$ cat config.mk
export PLATFORM = sky130hd
export DESIGN_NAME = z80_wb_bridge
export DESIGN_NICKNAME = d
export VERILOG_FILES = /design/src/rtl/z80_wb_pkg.sv /design/src/rtl/z80_bus_sync.sv /design/src/rtl/z80_wb_bridge.sv
export SDC_FILE = /design/constraint.sdc
export NUM_CORES = 1
export LEC_CHECK = 0
export ABC_CLOCK_PERIOD_IN_PS = 5420
export BUFFER_PORTS_ARGS = -buffer_cell sky130_fd_sc_hd__buf_2
export CAP_MARGIN = 20
export CORE_MARGIN = 1
export CORE_UTILIZATION = 49
export CTS_BUF_LIST = sky130_fd_sc_hd__clkbuf_2 sky130_fd_sc_hd__clkbuf_4 sky130_fd_sc_hd__clkbuf_8
export CTS_CLUSTER_DIAMETER = 30
export DETAILED_ROUTE_END_ITERATION = 8
export PLACE_DENSITY = 0.77
export SKIP_LAST_GASP = 1
export SLEW_MARGIN = 20
export SYNTH_ARGS = -nofsm -noshare
export SYNTH_HDL_FRONTEND = slang
export SYNTH_HIERARCHICAL = 1
export SYNTH_SLANG_ARGS = --single-unit
$ cat constraint.sdc
create_clock -name clk_i -period 5.42 [get_ports clk_i]
set_input_delay 0.542 -clock clk_i [delete_from_list [all_inputs] [get_ports clk_i]]
set_output_delay 0.542 -clock clk_i [all_outputs]
set_load 0.02 [all_outputs]
$ cat src/rtl/z80_wb_pkg.sv
// z80_wb_pkg: definitions shared by the Z80-to-Wishbone bridge files.
//   state_t      - bridge sequencer states
//   ADR_IO_BIT   - Wishbone address bit that marks an I/O-space cycle
//   IACK_DEFAULT - default data returned on interrupt-acknowledge cycles
package z80_wb_pkg;

    typedef enum logic [1:0] {
        ST_IDLE,
        ST_BUS,
        ST_RETRY,
        ST_DONE
    } state_t;

    localparam int unsigned ADR_IO_BIT   = 16;
    localparam logic [7:0]  IACK_DEFAULT = 8'hFF;

endpackage

$ cat src/rtl/z80_bus_sync.sv
// z80_bus_sync: bank of two-flop synchronisers for the active-low CPU strobes.
// Reset and idle value is all-ones, so a reset never presents a request.
// With SYNC_IN = 0 the strobes pass straight through.
//   clk_i, rst_i  system clock, asynchronous active-high reset
//   strobes_raw   strobes straight from the CPU pins
//   strobes       synchronised strobes
module z80_bus_sync #(
    parameter int unsigned SYNC_IN = 1,
    parameter int unsigned W       = 6
) (
    input  logic         clk_i,
    input  logic         rst_i,
    input  logic [W-1:0] strobes_raw,
    output logic [W-1:0] strobes
);

    generate
        if (SYNC_IN != 0) begin : g_sync
            logic [W-1:0] meta;
            logic [W-1:0] stable;

            always_ff @(posedge clk_i or posedge rst_i) begin
                if (rst_i) begin
                    meta   <= '1;
                    stable <= '1;
                end else begin
                    meta   <= strobes_raw;
                    stable <= meta;
                end
            end

            assign strobes = stable;
        end else begin : g_direct
            assign strobes = strobes_raw;
        end
    endgenerate

endmodule

$ cat src/rtl/z80_wb_bridge.sv
// z80_wb_bridge: turns Z80 memory / I/O bus cycles into single 8-bit Wishbone
// classic cycles, holding the CPU in WAIT until the slave answers.
// Retry, error, timeout, refresh and interrupt-acknowledge are handled locally.
//   clk_i, rst_i            system clock, asynchronous active-high reset
//   z_addr_i, z_data_i      CPU address / write data
//   z_data_o                read data to CPU, held until the CPU cycle ends
//   z_*_n_i                 CPU strobes (active-low)
//   z_wait_n_o              WAIT to CPU (active-low, combinational)
//   wb_*                    Wishbone classic master (adr bit16 = I/O space)
//   bus_err_o, bus_tmo_o    sticky error / timeout flags
//   err_clr_i               single-cycle clear of both sticky flags
module z80_wb_bridge
    import z80_wb_pkg::*;
#(
    parameter int unsigned TIMEOUT   = 255,
    parameter int unsigned MAX_RETRY = 3,
    parameter int unsigned SYNC_IN   = 1,
    parameter logic [7:0]  IACK_VEC  = IACK_DEFAULT
) (
    input  logic        clk_i,
    input  logic        rst_i,
    input  logic [15:0] z_addr_i,
    input  logic [7:0]  z_data_i,
    output logic [7:0]  z_data_o,
    input  logic        z_mreq_n_i,
    input  logic        z_iorq_n_i,
    input  logic        z_rd_n_i,
    input  logic        z_wr_n_i,
    input  logic        z_m1_n_i,
    input  logic        z_rfsh_n_i,
    output logic        z_wait_n_o,
    output logic [16:0] wb_adr_o,
    output logic [7:0]  wb_dat_o,
    input  logic [7:0]  wb_dat_i,
    output logic        wb_we_o,
    output logic        wb_cyc_o,
    output logic        wb_stb_o,
    output logic        wb_sel_o,
    input  logic        wb_ack_i,
    input  logic        wb_err_i,
    input  logic        wb_rty_i,
    output logic        bus_err_o,
    output logic        bus_tmo_o,
    input  logic        err_clr_i
);

    localparam int unsigned TW = $clog2(TIMEOUT + 1);
    localparam int unsigned RW = $clog2(MAX_RETRY + 2);
    localparam logic [TW-1:0] TMO_LAST  = TW'(TIMEOUT - 1);
    localparam logic [RW-1:0] RETRY_MAX = RW'(MAX_RETRY);

    logic [5:0] strobes;
    logic       mreq_n, iorq_n, rd_n, wr_n, m1_n, rfsh_n;

    z80_bus_sync #(
        .SYNC_IN (SYNC_IN),
        .W       (6)
    ) u_sync (
        .clk_i       (clk_i),
        .rst_i       (rst_i),
        .strobes_raw ({z_mreq_n_i, z_iorq_n_i, z_rd_n_i, z_wr_n_i, z_m1_n_i, z_rfsh_n_i}),
        .strobes     (strobes)
    );

    assign {mreq_n, iorq_n, rd_n, wr_n, m1_n, rfsh_n} = strobes;

    logic mem_req, io_req, iack, req;

    assign mem_req = ~mreq_n & rfsh_n & (~rd_n | ~wr_n);
    assign io_req  = ~iorq_n & m1_n & (~rd_n | ~wr_n);
    assign iack    = ~iorq_n & ~m1_n;
    assign req     = mem_req | io_req;

    state_t        state;
    logic [TW-1:0] timer;
    logic [RW-1:0] retry_cnt;

    assign z_wait_n_o = ~(req && (state == ST_IDLE || state == ST_BUS || state == ST_RETRY));
    assign wb_sel_o   = wb_stb_o;

    always_ff @(posedge clk_i or posedge rst_i) begin
        if (rst_i) begin
            state     <= ST_IDLE;
            timer     <= '0;
            retry_cnt <= '0;
            wb_adr_o  <= '0;
            wb_dat_o  <= '0;
            wb_we_o   <= 1'b0;
            wb_cyc_o  <= 1'b0;
            wb_stb_o  <= 1'b0;
            z_data_o  <= '1;
            bus_err_o <= 1'b0;
            bus_tmo_o <= 1'b0;
        end else begin
            // Clear first so that a flag set later in this cycle takes priority.
            if (err_clr_i) begin
                bus_err_o <= 1'b0;
                bus_tmo_o <= 1'b0;
            end

            case (state)
                ST_IDLE: begin
                    if (req) begin
                        wb_adr_o  <= {io_req, z_addr_i};
                        wb_we_o   <= ~wr_n;
                        wb_dat_o  <= z_data_i;
                        wb_cyc_o  <= 1'b1;
                        wb_stb_o  <= 1'b1;
                        timer     <= '0;
                        retry_cnt <= '0;
                        state     <= ST_BUS;
                    end else if (iack) begin
                        z_data_o <= IACK_VEC;
                        state    <= ST_DONE;
                    end
                end

                ST_BUS: begin
                    if (wb_ack_i) begin
                        if (!wb_we_o) z_data_o <= wb_dat_i;
                        wb_cyc_o <= 1'b0;
                        wb_stb_o <= 1'b0;
                        timer    <= '0;
                        state    <= ST_DONE;
                    end else if (wb_err_i || (wb_rty_i && retry_cnt == RETRY_MAX)) begin
                        if (!wb_we_o) z_data_o <= '1;
                        bus_err_o <= 1'b1;
                        wb_cyc_o  <= 1'b0;
                        wb_stb_o  <= 1'b0;
                        timer     <= '0;
                        state     <= ST_DONE;
                    end else if (wb_rty_i) begin
                        wb_cyc_o  <= 1'b0;
                        wb_stb_o  <= 1'b0;
                        retry_cnt <= retry_cnt + 1'b1;
                        timer     <= '0;
                        state     <= ST_RETRY;
                    end else if (timer == TMO_LAST) begin
                        // The TIMEOUT-th cycle with the strobe up has just ended.
                        z_data_o  <= '1;
                        bus_err_o <= 1'b1;
                        bus_tmo_o <= 1'b1;
                        wb_cyc_o  <= 1'b0;
                        wb_stb_o  <= 1'b0;
                        timer     <= '0;
                        state     <= ST_DONE;
                    end else begin
                        timer <= timer + 1'b1;
                    end
                end

                ST_RETRY: begin
                    wb_cyc_o <= 1'b1;
                    wb_stb_o <= 1'b1;
                    timer    <= '0;
                    state    <= ST_BUS;
                end

                ST_DONE: begin
                    if (!req && !iack) state <= ST_IDLE;
                end

                default: state <= ST_IDLE;
            endcase
        end
    end

endmodule

== Word level (Yosys, flattened, before mapping) ==
Index checks and enable logic that the tools add are counted.
Word-level totals
  register bits after elaboration: 62
  logic and storage cells: 108
  output and inout bits: 40
  input bits: 44
Operators by class
  multiplexer cells: 46
  add/subtract/negate cells: 2
  eq/ne operators: 18
  bitwise operators: 13
  reduce and logical (&&, ||, !) cells: 17
Operators with widths (count)
  2-to-1 mux 8 bit: 13
  one-hot mux 8 bit (3 select lines): 1
  2-to-1 mux 1 bit: 17
  one-hot mux 8 bit (2 select lines): 1
  2-to-1 mux 2 bit: 7
  != test 2 bit, second input constant: 7
  2-to-1 mux 3 bit: 4
  != test 3 bit, second input constant: 3
  adder 8 x 1 -> 8 bit, second input constant: 1
  equality test 8 bit, second input constant: 1
  one-hot mux 2 bit (4 select lines): 1
  AND reduction 7 bit: 1
  NOT 1 bit: 6
  one-hot mux 3 bit (2 select lines): 1
  AND reduction 3 bit: 2
  AND 1 bit: 5
  != test 5 x 3 -> 1 bit, second input constant: 1
  AND reduction 5 bit: 1
  equality test 2 bit, second input constant: 2
  != test 4 x 2 -> 1 bit, second input constant: 1
  != test 4 x 3 -> 1 bit, second input constant: 1
  AND reduction 2 bit: 2
  adder 3 x 1 -> 3 bit, second input constant: 1
  equality test 3 x 2 -> 1 bit, second input constant: 1
  9 further kinds: 15

== Depth between registers and ports, before layout ==
Gate-level depths: netlist of the first run.
  word-level depth: 8
  gate-level depth with buffers: 7
  depth with buffers taken out: 7

== By module ==
The synthesis of the first run kept the hierarchy.
Modules (own cells, without submodules)
  z80_wb_bridge: times used 1, seq. area each 1261.2 um^2, cells an instance 199, area an instance 2293.4 um^2
  z80_bus_sync: times used 1, seq. area each 315.3 um^2, cells an instance 13, area an instance 319.1 um^2

== Worst setup path before layout of the first run ==
No wires, ideal clock.
  kind: flip-flop to flip-flop
  start: register retry_cnt[0]
  end: register z_data_o[0]
  stages on the path, launching flop included: 7
  data arrival time: 1.900 ns
  clock period less this slack: 1.975 ns
  data required time: 5.345 ns
  buffers on the path: 0
  setup slack: 3.445 ns
  setup time: 0.075 ns
  path through: dfrtp_1 -> ha_1 -> ha_1 -> a211oi_1 -> a21oi_1 -> nor4_4 -> mux2i_1
Between the ends
  longest elaborated chain between the ends: 6
  elaborated cells between the ends (all ways): 10
  classes of those cells: eq/ne: 4; mux: 3; reduce/logical: 3
Ends and longest elaborated chain
  start, declared: RTL line z80_wb_bridge.sv:76  | logic [RW-1:0] retry_cnt;
  start signal, assigned: RTL line z80_wb_bridge.sv:135  | retry_cnt <= retry_cnt + 1'b1;
  equality test 3 x 2 -> 1 bit (*): RTL line z80_wb_bridge.sv:125  | end else if (wb_err_i || (wb_rty_i && retry_cnt == RETRY_MAX)) begin
  logical AND 1 bit (*): RTL line z80_wb_bridge.sv:125
  logical OR 1 bit (*): RTL line z80_wb_bridge.sv:125
  2-to-1 mux 8 bit: RTL line z80_wb_bridge.sv:125
  2-to-1 mux 8 bit: RTL line z80_wb_bridge.sv:119  | if (wb_ack_i) begin
  one-hot mux 8 bit (2 select lines): RTL line z80_wb_bridge.sv:101  | case (state)
  end signal, assigned: RTL line z80_wb_bridge.sv:120  | if (!wb_we_o) z_data_o <= wb_dat_i;
  end, declared: RTL line z80_wb_bridge.sv:24  | output logic [7:0] z_data_o,
Mark *: on every way between the ends. The rest lies on a longest branch, timed or not.
A chain may end at the register's enable or synchronous reset.

== Worst setup path in the final report of the first run ==
  start: register retry_cnt[0]
  end: register z_data_o[6]
The elaborated chain is that of the path after synthesis.

==> results of run 1 <==
[sequential cells by signal, summed over array words and instances, names as in the netlist]
| name | flops |
|---|---|
| bus_tmo_o | 1 |
| bus_err_o | 1 |
| wb_sel_o | 1 |
| u_sync/strobes | 6 |
| wb_we_o | 1 |
| wb_adr_o | 17 |
| z_data_o | 8 |
| u_sync/g_sync.meta | 6 |
| wb_dat_o | 8 |
| retry_cnt | 3 |
| timer | 8 |
| state | 2 |
[Yosys cell counts (3+ instances only)]
library cell,number
a21oi_1,3
a31oi_1,3
dfrtp_1,42
dfstp_2,20
ha_1,4
inv_1,16
mux2_2,24
mux2i_1,8
nand2_1,14
nand3_1,5
nor2_1,18
nor2b_1,3
o21ai_0,17
[worst reg2reg max path, stage by stage (launching register included)]
cell and delay [ps]:
dfrtp_1 400, ha_1 210, ha_1 210, a211oi_1 410
a21oi_1 170, nor4_4 540, mux2i_1 260
[path summary, 6_finish.rpt]
path	startpoint	end	slack, ps	depth (start not counted)
setup / recovery	retry_cnt[0]	z_data_o[6]	3150	6
max in group asynchronous	rst_i	wb_dat_o[0]	4560	2
setup reg to reg	retry_cnt[0]	z_data_o[6]	3150	6
hold reg to reg	u_sync/g_sync.meta[2]	u_sync/strobes[2]	350	0
min in group asynchronous	rst_i	wb_adr_o[8]	350	2
hold / removal	z_iorq_n_i	u_sync/g_sync.meta[4]	310	1
[power by group through the flow]
stage | logic [uW] | registers, uW | clock network [uW]
detailed placement | 599 | 705 | 0
floorplan | 295 | 830 | 0
CTS | 600 | 699 | 411
global route | 642 | 719 | 430
global placement | 587 | 699 | 0
finish | 592 | 698 | 399
[kinds of logic after synthesis]
| logic type | count (synthesis) | synth area share, % |
|---|---|---|
| adders and majority gates | 4 | 1.92 |
| muxes | 32 | 13.4 |
| DFF | 62 | 60.3 |
| and+or+nand+nor | 55 | 11.7 |
| buffers and inverters | 23 | 3.98 |
| AOI/OAI and AO/OA | 36 | 8.67 |
[cell type report]
class                      instances  area (um^2)  area share (%)
timing repair buffer              84          423            12.9
tap                               70         87.6            2.66
inverter                          16         61.3            1.86
sequential                        62         1580            47.9
clock buffer                      16          208            6.32
multi-input combinational        127          932            28.3
[stage by stage]
step / util, % / total power, uW / std cells / cell area (um^2) / hold slack (ps)
after floorplan: - / 1130 / 212 / 2610 / 345
final: 64.4 / 1690 / 375 / 3290 / 310
after global routing: 64.4 / 1790 / 375 / 3290 / 291
after CTS: 64.4 / 1710 / 375 / 3290 / 296
after global placement: 60.3 / 1290 / 359 / 3080 / 346
after detailed placement: 60.3 / 1300 / 359 / 3080 / 347
[per-layer routing]
layer  routed length [um]  vias up  share of wire, %
li1                     -      902                 -
met1                 2160      893                46
met2                 2180       48                47
met3                  227       11               4.9
met4                  105        0               2.2
met5                    0        -                 0
==> reports/metrics.csv, run 1 <==
metric,value,unit
Worst Path Arrival,2520,ps
GR met1 Demand/Resource,23.3,%
synthesized flop and latch total,62,
Mean Syn Cell Area,12.3,um^2
outcome,completed,
critical path endpoint category,flip-flop,
Detailed Route WL,4.67,mm
Antenna Nets Post-Route,0,
dpl ws,3170,ps
LEAKAGE,0.00161,uW
top cell family by delay on the critical path,compound AO/OA/AOI/OAI gates,
Core Rows,26,
die area,5630,um^2
Clock Root Buffer,clkbuf_8,
Setup Buffers After CTS,0,
synth top area cells,"dfrtp_1 (40%), dfstp_2 (20%), mux2_2 (10%), o21ai_0 (3.3%), mux2i_1 (3.1%)",
biggest area consumer among synthesized cells,dfrtp_1,
clock skew,7.97,ps
GP Congestion,0.765,
area grow syn2layout,25.9,%
sequential-to-total area share from yosys stat,60.3,%
power density cells,514,nW/um^2
asr flop ratio synth,100,%
Synth Net Count,260,
Vias per Instance,4.94,
first-pass GRT wire length,7.41,mm
CTS tree,built,
"Clk Latency, worst-skew pair",330,ps
filler instances,447,
Mapped Area,2610,um^2
CTS Sinks,62,
crit-path max FO,8,
routed vias,1854,
worst hold path class,input port to flip-flop,
initial core utilization,51.2,%
CP max stage delay,540,ps
antenna violations before repair,0,
"most used cell, CP",ha_1,
setup ws final,3150,ps
die width,75.0,um
clk buf depth,2,
RSZ-0062 raised after global routing,no,
DR pass1 iterations,4,
crit-path cells,ha_1 -> ha_1 -> a211oi_1 -> a21oi_1 -> nor4_4 -> mux2i_1,
Net Switching,590,uW
Cell variety after synth,39,
core area,5110,um^2
max_slew headroom,44.4,%
Residual DRC,0,
Clock transition at path regs,60,ps
crit share post-route,41.9,%
Final HPWL DP,3.25,mm
"most common cell after layout, fill and taps aside",buf_2,
Max Freq,0.441,GHz
GRT Overall Usage,18.0,%
post-layout min period,2270,ps
Clk pwr share,23.6,%
Worst Max-Slew Pin Slew,833,ps
logic gate share of total power,35.1,%
sw frac,34.9,%
Synth Flop Type,dfrtp_1,
grt met3 use,5.22,%
post-layout net count,348,
Synth Warn #,6,
Max Cap Violations,0,
Setup TNS,0,ps
GRT overflow,0,
# diodes,0,
Iteration-0 DRC Markers,84,
WL/cell,12.5,um
I/O Pins,84,
CTS Hold Buffers Added,0,
met2 usage in global routing,26.9,%
Die Y,75.0,um
Buffers on Ports,83,
fin. max-slew vios,0,
H-tree depth,3,
# setup viols final,0,
"Data required, critical path",5680,ps
Flop pwr share,41.3,%
Final Hold Viols,0,
most frequent cells in the layout,"buf_2 (83), dfrtp_1 (42), mux2_2 (24)",
post_cts resized,0,
slowest CP cell,nor4_4,
CTS buffer count,9,
top-area cell type share of the netlist area,40.2,%
largest net degree at the start of global routing,51,
share of cells above drive strength 1,50.8,%
Cells after Synth,212,
CP Class,flip-flop to flip-flop,
crit path buf inv count,0,
busiest layer in global routing,met2,
vias in the first global route,1712,
Max VDD drop,327,uV
CP startpoint kind,flip-flop,
number of synthesized flops with an enable pin,0,
Internal,1100,uW
No activity file was read; power rests on OpenSTA's default activity.
==> inputs of run 2 (changes only) <==
Settings changed: ABC_CLOCK_PERIOD_IN_PS 5420 to 2220.
Clock period 5.42 ns to 2.22 ns, I/O delays scaled along.
==> reports/metrics.csv, run 2 (synthesis gave the netlist of run 1 again) <==
metric,value,unit,change
CP max stage delay,400,ps,was 540 ps
antenna violations before repair,0,,unchanged
Worst Setup EP,z_data_o[3],,was z_data_o[6]
power density cells,1210,nW/um^2,was 514 nW/um^2
dpl ws,104,ps,was 3170 ps
CP Depth,8,,was 6
slowest CP cell,dfrtp_1,,was nor4_4
Buffers on Ports,83,,unchanged
first-pass GRT wire length,7.72,mm,was 7.41 mm
max_slew headroom,46.1,%,was 44.4%
crit-path max FO,8,,unchanged
CTS Sinks,62,,unchanged
I/O Pins,84,,unchanged
R2R Path Start,retry_cnt[0],,unchanged
CTS tree,built,,unchanged
post-layout net count,360,,was 348
Clock Root Buffer,clkbuf_8,,unchanged
initial core utilization,51.2,%,unchanged
H-tree depth,3,,unchanged
flop2flop setup slack,260,ps,was 3150 ps
die width,75.0,um,unchanged
Residual DRC,0,,unchanged
Core Rows,26,,unchanged
Iteration-0 DRC Markers,92,,was 84
DR pass1 iterations,4,,unchanged
clock skew,6.90,ps,was 7.97 ps
Top reg by flops,wb_adr_o,,unchanged
largest net degree at the start of global routing,41,,was 51
CTS buffer count,9,,unchanged
Clock transition at path regs,70,ps,was 60 ps
# diodes,0,,unchanged
filler instances,415,,was 447
Max Freq,0.511,GHz,was 0.441 GHz
GRT overflow,0,,unchanged
fin. max-slew vios,0,,unchanged
crit path buf inv count,1,,was 0
Setup TNS,0,ps,unchanged
Detailed Route WL,4.89,mm,was 4.67 mm
reg2reg end,z_data_o[3],,was z_data_o[6]
vias in the first global route,1724,,was 1712
outcome,completed,,unchanged
share of cells above drive strength 1,51.1,%,was 50.8%
core area,5110,um^2,unchanged
Max VDD drop,885,uV,was 327 uV
Final HPWL DP,3.50,mm,was 3.25 mm
routed vias,1898,,was 1854
max FFs per register,17,,unchanged
Fin Hold WS,68.8,ps,was 310 ps
GRT Overall Usage,18.9,%,was 18.0%
Vias per Instance,4.90,,was 4.94
"Clk Latency, worst-skew pair",320,ps,was 330 ps
worst hold path class,input port to asynchronous set/reset pin,,was input port to flip-flop
clk buf depth,2,,unchanged
"Data required, critical path",2460,ps,was 5680 ps
CP startpoint kind,flip-flop,,unchanged
die area,5630,um^2,unchanged
setup ws final,261,ps,was 3150 ps
critical path endpoint category,flip-flop,,unchanged
# setup viols final,0,,unchanged
crit share post-route,88.2,%,was 41.9%
most frequent cells in the layout,"buf_2 (83), dfrtp_1 (42), mux2_2 (24)",,unchanged
"most common cell after layout, fill and taps aside",buf_2,,unchanged
Setup Buffers After CTS,0,,unchanged
LEAKAGE,0.00165,uW,was 0.00161 uW
Die Y,75.0,um,unchanged
Worst Path Arrival,2200,ps,was 2520 ps
Final Hold Viols,0,,unchanged
Worst Max-Slew Pin Slew,808,ps,was 833 ps
CP Class,flip-flop to flip-flop,,unchanged
Worst Setup SP,retry_cnt[0],,unchanged
RSZ-0062 raised after global routing,no,,unchanged
post-layout min period,1960,ps,was 2270 ps
WL/cell,12.6,um,was 12.5 um
crit-path cells,ha_1 -> ha_1 -> a211oi_2 -> o21ai_0 -> a21oi_1 -> nor4_4 -> buf_4 -> mux2i_1,,was ha_1 -> ha_1 -> a211oi_1 -> a21oi_1 -> nor4_4 -> mux2i_1
GP Congestion,0.732,,was 0.765
Antenna Nets Post-Route,0,,unchanged
Max Cap Violations,0,,unchanged
top cell family by delay on the critical path,compound AO/OA/AOI/OAI gates,,unchanged
R2R depth,8,,was 6
area grow syn2layout,28.6,%,was 25.9%
"most used cell, CP",ha_1,,unchanged
run 2: what timing repair did:
item	CTS	global route
hold buffers	6	0
endpoints found under the setup margin	0	8
endpoints found under the hold margin	6	0
resized for setup	0	1
run 2: power breakdown:
part,switching [uW],internal (uW)
sequential,163,1490
clock,397,465
combinational,904,652
run 2: worst min path at each step:
stage / startpoint / end / slack [ps] / depth (start not counted)
6_report: rst_i / wb_dat_o[2] / 70 / 2
5_1_grt: z_addr_i[15] / wb_adr_o[15] / 100 / 2
4_1_cts: rst_i / wb_dat_o[2] / 80 / 2
3_5_place_dp: z_rd_n_i / u_sync/g_sync.meta[3] / 330 / 1
3_3_place_gp: z_rd_n_i / u_sync/g_sync.meta[3] / 330 / 1
2_1_floorplan: z_rfsh_n_i / u_sync/g_sync.meta[0] / 230 / 0
run 2: final cells by class:
cell class / instances / area (um^2) / share of cell area [%]
Tap cell: 70 / 87.6 / 2.61
Clock buffer: 14 / 161 / 4.80
Sequential cell: 62 / 1580 / 46.9
Clock inverter: 2 / 10.0 / 0.298
Timing Repair Buffer: 96 / 528 / 15.7
Multi-Input combinational cell: 127 / 937 / 27.9
Inverter: 16 / 60.1 / 1.79
run 2: stage by stage:
step	utilization, %	cells	total power, uW	area, um^2
detailed placement	61.2	365	3230	3120
global placement	61.2	365	3190	3120
floorplan	-	212	2750	2610
global route	65.8	387	4340	3360
CTS	65.7	387	4110	3360
finish	65.8	387	4070	3360
run 2: metal layers:
| layer | global-route usage (%) | wire length (um) | up-vias |
|---|---|---|---|
| li1 | - | - | 932 |
| met1 | 24.3 | 2180 | 911 |
| met2 | 30.1 | 2470 | 49 |
| met3 | 4.69 | 186 | 6 |
| met4 | 9.43 | 58 | 0 |
| met5 | 0 | 0 | - |
